**config.mk**
```make
export PLATFORM = sky130hd
export DESIGN_NAME = exu_alu_pipe
export DESIGN_NICKNAME = d
export VERILOG_FILES = /design/src/rtl/exu_alu_pipe.sv
export SDC_FILE = /design/constraint.sdc
export NUM_CORES = 1
export LEC_CHECK = 0
export CAP_MARGIN = 20
export CORE_UTILIZATION = 62
export CTS_BUF_LIST = sky130_fd_sc_hd__clkbuf_8
export DETAILED_ROUTE_END_ITERATION = 12
export PLACE_DENSITY = 0.89
export SETUP_SLACK_MARGIN = 0.4
export SYNTH_ARGS = -nofsm -noshare
export SYNTH_HDL_FRONTEND = slang
export SYNTH_SLANG_ARGS = --single-unit
```
**constraint.sdc**
```tcl
create_clock -name clk -period 9.69 [get_ports clk]
set_input_delay 0.969 -clock clk [delete_from_list [all_inputs] [get_ports clk]]
set_output_delay 0.969 -clock clk [all_outputs]
set_load 0.1 [all_outputs]
```
**src/rtl/exu_alu_pipe.sv**
```systemverilog
// exu_alu_pipe: registered ALU execute stage for the EXU.
// Operands are resolved and the result is computed in a single cycle. The
// result is held in a main output register that is backed by a one-entry
// skid register. This gives a fully registered valid/ready boundary toward
// write-back and commit, while still sustaining one result per cycle.
module exu_alu_pipe #(
  parameter int XLEN = 32,
  parameter int SHW  = $clog2(XLEN)
) (
  input  logic            clk,
  input  logic            rst,
  input  logic            alu_i_flush,
  input  logic            alu_i_valid,
  output logic            alu_i_ready,
  input  logic [XLEN-1:0] alu_i_rs1,
  input  logic [XLEN-1:0] alu_i_rs2,
  input  logic [XLEN-1:0] alu_i_imm,
  input  logic [XLEN-1:0] alu_i_pc,
  input  logic [3:0]      alu_i_op,
  input  logic            alu_i_op1pc,
  input  logic            alu_i_op2imm,
  input  logic            alu_i_nop,
  input  logic            alu_i_ebreak,
  input  logic [4:0]      alu_i_rdidx,
  output logic            alu_o_valid,
  input  logic            alu_o_ready,
  output logic [XLEN-1:0] alu_o_wbck_wdat,
  output logic            alu_o_wbck_en,
  output logic [4:0]      alu_o_rdidx,
  output logic            alu_o_cmt_ebreak
);

  // Buffer occupancy: ST_ONE means the main register is full; ST_TWO means
  // the skid register is full as well.
  typedef enum logic [1:0] {
    ST_EMPTY = 2'd0,
    ST_ONE   = 2'd1,
    ST_TWO   = 2'd2
  } state_e;

  state_e state_q, state_d;

  logic            vld_q,     vld_d;
  logic            rdy_q,     rdy_d;
  logic [XLEN-1:0] wdat_q,    wdat_d;
  logic            wen_q,     wen_d;
  logic [4:0]      rd_q,      rd_d;
  logic            ebk_q,     ebk_d;
  logic [XLEN-1:0] sk_wdat_q, sk_wdat_d;
  logic            sk_wen_q,  sk_wen_d;
  logic [4:0]      sk_rd_q,   sk_rd_d;
  logic            sk_ebk_q,  sk_ebk_d;

  logic [XLEN-1:0] op1_s, op2_s, res_s, new_wdat_s;
  logic [SHW-1:0]  shamt_s;
  logic            new_wen_s;
  logic            in_fire_s, out_fire_s;

  // Operand selection and result computation for the incoming request.
  always_comb begin
    op1_s   = alu_i_op1pc  ? alu_i_pc  : alu_i_rs1;
    op2_s   = alu_i_op2imm ? alu_i_imm : alu_i_rs2;
    shamt_s = op2_s[SHW-1:0];
    case (alu_i_op)
      4'd0:    res_s = op1_s + op2_s;
      4'd1:    res_s = op1_s - op2_s;
      4'd2:    res_s = op1_s ^ op2_s;
      4'd3:    res_s = op1_s | op2_s;
      4'd4:    res_s = op1_s & op2_s;
      4'd5:    res_s = op1_s << shamt_s;
      4'd6:    res_s = op1_s >> shamt_s;
      4'd7:    res_s = $unsigned($signed(op1_s) >>> shamt_s);
      4'd8:    res_s = {{(XLEN-1){1'b0}}, ($signed(op1_s) < $signed(op2_s))};
      4'd9:    res_s = {{(XLEN-1){1'b0}}, (op1_s < op2_s)};
      4'd10:   res_s = op2_s;
      default: res_s = op1_s + op2_s;
    endcase
    if (alu_i_nop || alu_i_ebreak) begin
      new_wdat_s = {XLEN{1'b0}};
    end else begin
      new_wdat_s = res_s;
    end
    new_wen_s = ~alu_i_nop & ~alu_i_ebreak & (alu_i_rdidx != 5'd0);
  end

  // Next-state and buffer steering for the main/skid pair.
  always_comb begin
    state_d   = state_q;
    wdat_d    = wdat_q;
    wen_d     = wen_q;
    rd_d      = rd_q;
    ebk_d     = ebk_q;
    sk_wdat_d = sk_wdat_q;
    sk_wen_d  = sk_wen_q;
    sk_rd_d   = sk_rd_q;
    sk_ebk_d  = sk_ebk_q;
    in_fire_s  = alu_i_valid & rdy_q;
    out_fire_s = vld_q & alu_o_ready;
    if (alu_i_flush) begin
      // Flush drops both entries and any request presented this cycle.
      state_d   = ST_EMPTY;
      wdat_d    = {XLEN{1'b0}};
      wen_d     = 1'b0;
      rd_d      = 5'd0;
      ebk_d     = 1'b0;
      sk_wdat_d = {XLEN{1'b0}};
      sk_wen_d  = 1'b0;
      sk_rd_d   = 5'd0;
      sk_ebk_d  = 1'b0;
    end else begin
      case (state_q)
        ST_EMPTY: begin
          if (in_fire_s) begin
            state_d = ST_ONE;
            wdat_d  = new_wdat_s;
            wen_d   = new_wen_s;
            rd_d    = alu_i_rdidx;
            ebk_d   = alu_i_ebreak;
          end else begin
            state_d = ST_EMPTY;
          end
        end
        ST_ONE: begin
          if (in_fire_s && out_fire_s) begin
            // Main drains and refills in the same cycle.
            state_d = ST_ONE;
            wdat_d  = new_wdat_s;
            wen_d   = new_wen_s;
            rd_d    = alu_i_rdidx;
            ebk_d   = alu_i_ebreak;
          end else if (in_fire_s) begin
            // Main is stalled, so the new entry parks in the skid register.
            state_d   = ST_TWO;
            sk_wdat_d = new_wdat_s;
            sk_wen_d  = new_wen_s;
            sk_rd_d   = alu_i_rdidx;
            sk_ebk_d  = alu_i_ebreak;
          end else if (out_fire_s) begin
            state_d = ST_EMPTY;
          end else begin
            state_d = ST_ONE;
          end
        end
        ST_TWO: begin
          if (out_fire_s) begin
            state_d = ST_ONE;
            wdat_d  = sk_wdat_q;
            wen_d   = sk_wen_q;
            rd_d    = sk_rd_q;
            ebk_d   = sk_ebk_q;
          end else begin
            state_d = ST_TWO;
          end
        end
        default: begin
          state_d = ST_EMPTY;
        end
      endcase
    end
    vld_d = (state_d != ST_EMPTY);
    rdy_d = (state_d != ST_TWO);
  end

  // State and data registers; reset takes priority over everything else.
  always_ff @(posedge clk) begin
    if (rst) begin
      state_q   <= ST_EMPTY;
      vld_q     <= 1'b0;
      rdy_q     <= 1'b1;
      wdat_q    <= {XLEN{1'b0}};
      wen_q     <= 1'b0;
      rd_q      <= 5'd0;
      ebk_q     <= 1'b0;
      sk_wdat_q <= {XLEN{1'b0}};
      sk_wen_q  <= 1'b0;
      sk_rd_q   <= 5'd0;
      sk_ebk_q  <= 1'b0;
    end else begin
      state_q   <= state_d;
      vld_q     <= vld_d;
      rdy_q     <= rdy_d;
      wdat_q    <= wdat_d;
      wen_q     <= wen_d;
      rd_q      <= rd_d;
      ebk_q     <= ebk_d;
      sk_wdat_q <= sk_wdat_d;
      sk_wen_q  <= sk_wen_d;
      sk_rd_q   <= sk_rd_d;
      sk_ebk_q  <= sk_ebk_d;
    end
  end

  assign alu_i_ready      = rdy_q;
  assign alu_o_valid      = vld_q;
  assign alu_o_wbck_wdat  = wdat_q;
  assign alu_o_wbck_en    = wen_q;
  assign alu_o_rdidx      = rd_q;
  assign alu_o_cmt_ebreak = ebk_q;

endmodule

```
[Word-level counts from Yosys, hierarchy flattened]
Index checks and enable logic that the tools add are counted.
Operators by class
  $add $sub $neg: 2
  $mul: 0
  div/mod/pow operators: 0
  magnitude comparators: 2
  equality and inequality tests: 16
  shift-type cells: 3
  muxes and demuxes: 27
  bitwise logic cells: 10
  reduce and logical (&&, ||, !) cells: 9
Operator list (number)
  32-bit case mux with 10 select lines: 1
  32-bit two-way mux: 6
  32-bit case mux with 3 select lines: 1
  32-bit < comparator: 2
  32-bit adder: 1
  32-bit AND: 1
  32-bit OR: 1
  32-bit by 5-bit left shift with 32-bit output: 1
  32-bit by 5-bit >> shifter with 32-bit output: 1
  32-bit by 5-bit >>> shifter with 32-bit output: 1
  32-bit subtractor: 1
  32-bit bitwise XOR: 1
  4-bit by 3-bit == test with 1-bit output (second input constant): 4
  5-bit two-way mux: 3
  5-bit case mux with 3 select lines: 1
  4-bit == test (second input constant): 3
  4-bit by 2-bit == test with 1-bit output (second input constant): 2
  1-bit two-way mux: 8
  2-bit two-way mux: 4
  2-bit inequality test (second input constant): 4
  1-bit case mux with 3 select lines: 2
  2-bit case mux with 3 select lines: 1
  5-bit nonzero test: 1
  1-bit AND: 4
  other kinds (12): 14
Storage, ports and cells
  bits in registers: 82
  bits in latches: 0
  RAM bits: 0
  memory bits (read-only): 0
  input bits: 146
  output and inout port bits: 41
  logic and storage cells: 80
  memories: 0

[Longest topological paths before layout]
  depth after elaboration: 7
  depth in mapped cells: 21
  depth with buffers taken out: 16

[Worst setup path after synthesis]
No wires, ideal clock.
  kind: input-to-reg
  from: input alu_i_op2imm
  to: register wdat_q[0] (netlist: alu_o_wbck_wdat[0])
  library setup time: 0.138 ns
  data arrival time: 4.965 ns
  required time: 9.552 ns
  path slack: 4.587 ns
  stages: 18
  path buffers: 5
  cell sequence: buf_6 > buf_1 > buf_2 > buf_2 > mux2i_1 > ha_1 > buf_2 > nor3_1 > nand2_1 > o221ai_1 > nand4_1 > a311oi_1 > a41oi_1 > o31ai_2 > a21oi_1 > or3_1 > o211ai_1 > a21oi_1
Between the ends
  cells in the longest elaborated chain, start to end: 6
  elaborated cells between the ends (all ways): 16
  classes of those cells: add/sub: 2; order compare: 2; shift: 3; mux: 6; bitwise: 3
RTL lines
  start, declared: line 21  | input logic alu_i_op2imm,
  32-bit two-way mux (*): line 62  | op2_s = alu_i_op2imm ? alu_i_imm : alu_i_rs2;
  32-bit adder, or another cell as far along: line 65, 76
  32-bit case mux with 10 select lines (*): line 64  | case (alu_i_op)
  32-bit two-way mux (*): line 78  | if (alu_i_nop || alu_i_ebreak) begin
  32-bit two-way mux (on tied branches): line 124, 113
  32-bit case mux with 3 select lines (*): line 111  | case (state_q)
  end signal, assigned: line 170  | wdat_q <= {XLEN{1'b0}};
  end signal, assigned: line 182  | wdat_q <= wdat_d;
  end, declared: line 45  | logic [XLEN-1:0] wdat_q, wdat_d;
Mark *: on every way between the ends. The rest lies on a longest branch, timed or not. The select of a mux whose other input is x is not followed.
A chain may end at the register's enable or synchronous reset.

[Worst setup path after layout]
  from: input alu_i_op2imm
  to: register sk_wdat_q[31]
Between the ends
  cells in the longest elaborated chain, start to end: 4
  elaborated cells between the ends (all ways): 11
  classes of those cells: add/sub: 2; shift: 3; mux: 3; bitwise: 3
RTL lines
  32-bit two-way mux (*): line 62
  32-bit adder, or another cell as far along: line 65, 76
  32-bit case mux with 10 select lines (*): line 64
  32-bit two-way mux (*): line 78
  end signal, assigned: line 174  | sk_wdat_q <= {XLEN{1'b0}};
  end signal, assigned: line 186  | sk_wdat_q <= sk_wdat_d;
  end, declared: line 49  | logic [XLEN-1:0] sk_wdat_q, sk_wdat_d;
Mark *: on every way between the ends. The rest lies on a longest branch, timed or not.

==> metrics.cfg <==
[run_status]
outcome = completed

[job]
timing.max_cap.violations = 0

[grt]
track_usage_pct = 49.6
use_met2_pct = 72.2
grt.busiest_layer = met2
overflow = 0
grt_pass1_wl_mm = 83.8
grtUsageMet1_pct = 63.7
grt_pass1_vias = 14800
grt_max_degree = 59
use_met3_pct = 15.2
antenna_found_initial = 1

[synth]
yosys.cell_count.top_type = nor2_1
synthSimpleGateAreaFrac_pct = 19.9
yosys-mux-area-fraction_pct = 14.8
syn_area_mm2 = 0.0130
netlist.area_leader.share_pct = 12.6
async_reset_ff_share_pct = 0
synth_flop_cell = dfxtp_1
synth_compound_area_share_pct = 33.5
synthTopCellsByCount = nor2_1 (198), nand2_1 (177), a21oi_1 (160)
yosysWarnings = 0
synth-seq-area-share_pct = 12.6
synth_cell_types = 95
ys_ff_latch = 82
synth_top_family_by_area = compound AO/OA/AOI/OAI gates
synth_xor_area_share_pct = 1.48
netlist_top_cells_area = dfxtp_1 (13%), mux2i_1 (11%), ha_1 (9.5%), a21oi_1 (6.1%), nor2_1 (5.7%)
synth_edf_count = 0
synth_nets = 2101
yosys.area_share.adder_pct = 9.81
yosys.area.top_type = dfxtp_1
avgSynthCellArea_um2 = 7.03
synth_cells = 1854

[critical_path]
critPathTopFamily = compound AO/OA/AOI/OAI gates
rrSetupSlack_ps = 7140
rr_worst_depth = 6
max_stage_delay_ps = 830
crit_type = input pin to register
cp_slowest_cell = mux2i_4
crit_arrival_ps = 6150
worstPathMaxFanout = 41
rr_startpoint = alu_o_valid
crit_buf_inv = 3
path_cells = buf_2 -> buf_4 -> mux2i_4 -> inv_4 -> ha_1 -> a211oi_1 -> nor2_1 -> o311ai_0 -> a21o_1 -> a2111oi_0 -> nor3_1 -> o41ai_2 -> a41oi_1 -> mux2i_1 -> nand3_1 -> a21oi_1
startpoint = alu_i_op2imm
required_ps = 9990
start_kind = input pin
end_kind = register
crit_cells = 16

[route]
wl_per_cell_um = 25.0
dr.pass1.iters = 8
drcViolationCount = 0
num_vias = 16100
drt-initial-drc-count = 2387
drt.antenna.violating_nets = 0
finalWirelength_mm = 55.2
via_per_inst = 7.30

[clocking]
ctsHoldBuffers = 0
cts_sinks = 82
cts.clk_slew.worst_paths_ps = 100
post_cts_buffers = 0
h-tree-depth = 3
clk_path_buf_depth = 2
cts-root-buf = clkbuf_8
cts_tree = yes
clk_latency_ps = 380
cts_buffers = 9
cts-resized-gates = 0

[timing]
finalHoldViolations = 0
fin_skew_ps = 9.61
tightestPinTransition_ps = 1300
post-route-min-period_ps = 5850
rsz0062_at_grt = no
tns_ps = 0
setup_violations = 0
max_freq_mhz = 171
slew_headroom_pct = 12.4
finalMaxSlewViolations = 0
timing.final.crit_share_pct = 60.4

[die]
rows = 52
die_w_um = 147
die_area_mm2 = 0.0216
initial_core_util_pct = 63.8
coreArea_mm2 = 0.0204
die_h_um = 147
ios = 187

[placement]
placed_cells_incl_taps = 2194
hpwl_mm = 41.6
gp_congestion = 1.18
portBuffers = 186

[final_layout]
area_growth_pct = 15.2
seq_area_mm2 = 0.00164
multi_input_area_mm2 = 0.0104
fin_cells = 2211
layout.nets = 2183
fillerInstances = 1716
layout-drive-gt1-share_pct = 6.44
antenna_cells = 0

[hold_path]
hp-start = sk_rd_q[2]
hold_path.class = register to register
hold_depth = 2

[pwr]
p_leak_nw = 5.98
p_per_area_mw_per_mm2 = 106
vdd.ir_drop.worst_uv = 69.2

-- path summary, 6_finish.rpt --
path	end
worst max-delay path	sk_wdat_q[31]
worst min-delay path	sk_rd_q[2]
worst max register to register	sk_wdat_q[17]
worst min register to register	sk_rd_q[2]
-- layout make-up --
type	count	area share (%)
Sequential cell	82	10.9
Tap cell	270	2.25
Multi-Input combinational cell	1532	69.5
Clock inverter	7	0.408
Clock buffer	9	0.825
Timing Repair Buffer	212	13.6
Inverter	99	2.49
-- layout by cell type (no fill, tap or decap), types with 25 or more instances in the layout --
master and count:
nor2_1 197, clkdlybuf4s50_1 184, nand2_1 177, a21oi_1 159, mux2i_1 139, o21ai_0 124, ha_1 99, inv_1 86
dfxtp_1 82, nor3_1 48, nand3_1 45, o22ai_1 44, a211oi_1 32, o211ai_1 31, a31oi_1 29, buf_4 25
-- per-stage QoR --
stage          hold slack [ps]  setup WS (ps)  total power, mW  util (%)  area [µm²]
2_1_floorplan              425           4590             1.02         -       13000
3_3_place_gp               433           3790             1.30      72.6       14800
3_5_place_dp               444           3650             1.31      72.6       14800
4_1_cts                    460           4050             1.54      73.5       15000
5_1_grt                    480           3530             1.66      73.5       15000
6_report                   462           3840             1.60      73.5       15000
-- worst register-to-register path, stage by stage (launching register included) --
cell and delay (ps):
dfxtp_1 320, nand2_1 200, ha_1 220, and3b_1 810, nand3_1 470, a31oi_1 270
a32o_1 190
-- power breakdown --
group	switching (mW)	internal, mW
registers	0.00538	0.345
logic	0.661	0.344
clock network	0.144	0.0984
total	0.810	0.786
-- sequential cells by signal (all words and copies together) (netlist names), 2 cells and up --
name and cells:
alu_o_rdidx 5, alu_o_wbck_wdat 32, sk_rd_q 5, sk_wdat_q 32, state_q 2
-- layer usage --
layer | up-vias | part of all wire [%]
li1 | 7056 | -
met1 | 7253 | 37
met2 | 1501 | 40
met3 | 319 | 16
met4 | 2 | 7.6
met5 | - | 0.014
-- cells by family after synthesis --
| kind of cell | after synthesis |
|---|---|
| flops | 82 |
| simple gates | 576 |
| fa+ha+maj | 101 |
| xor+xnor | 22 |
| buf+inv | 240 |
| compound gates | 656 |
| mux | 177 |
(Power assumes the default switching activity.)
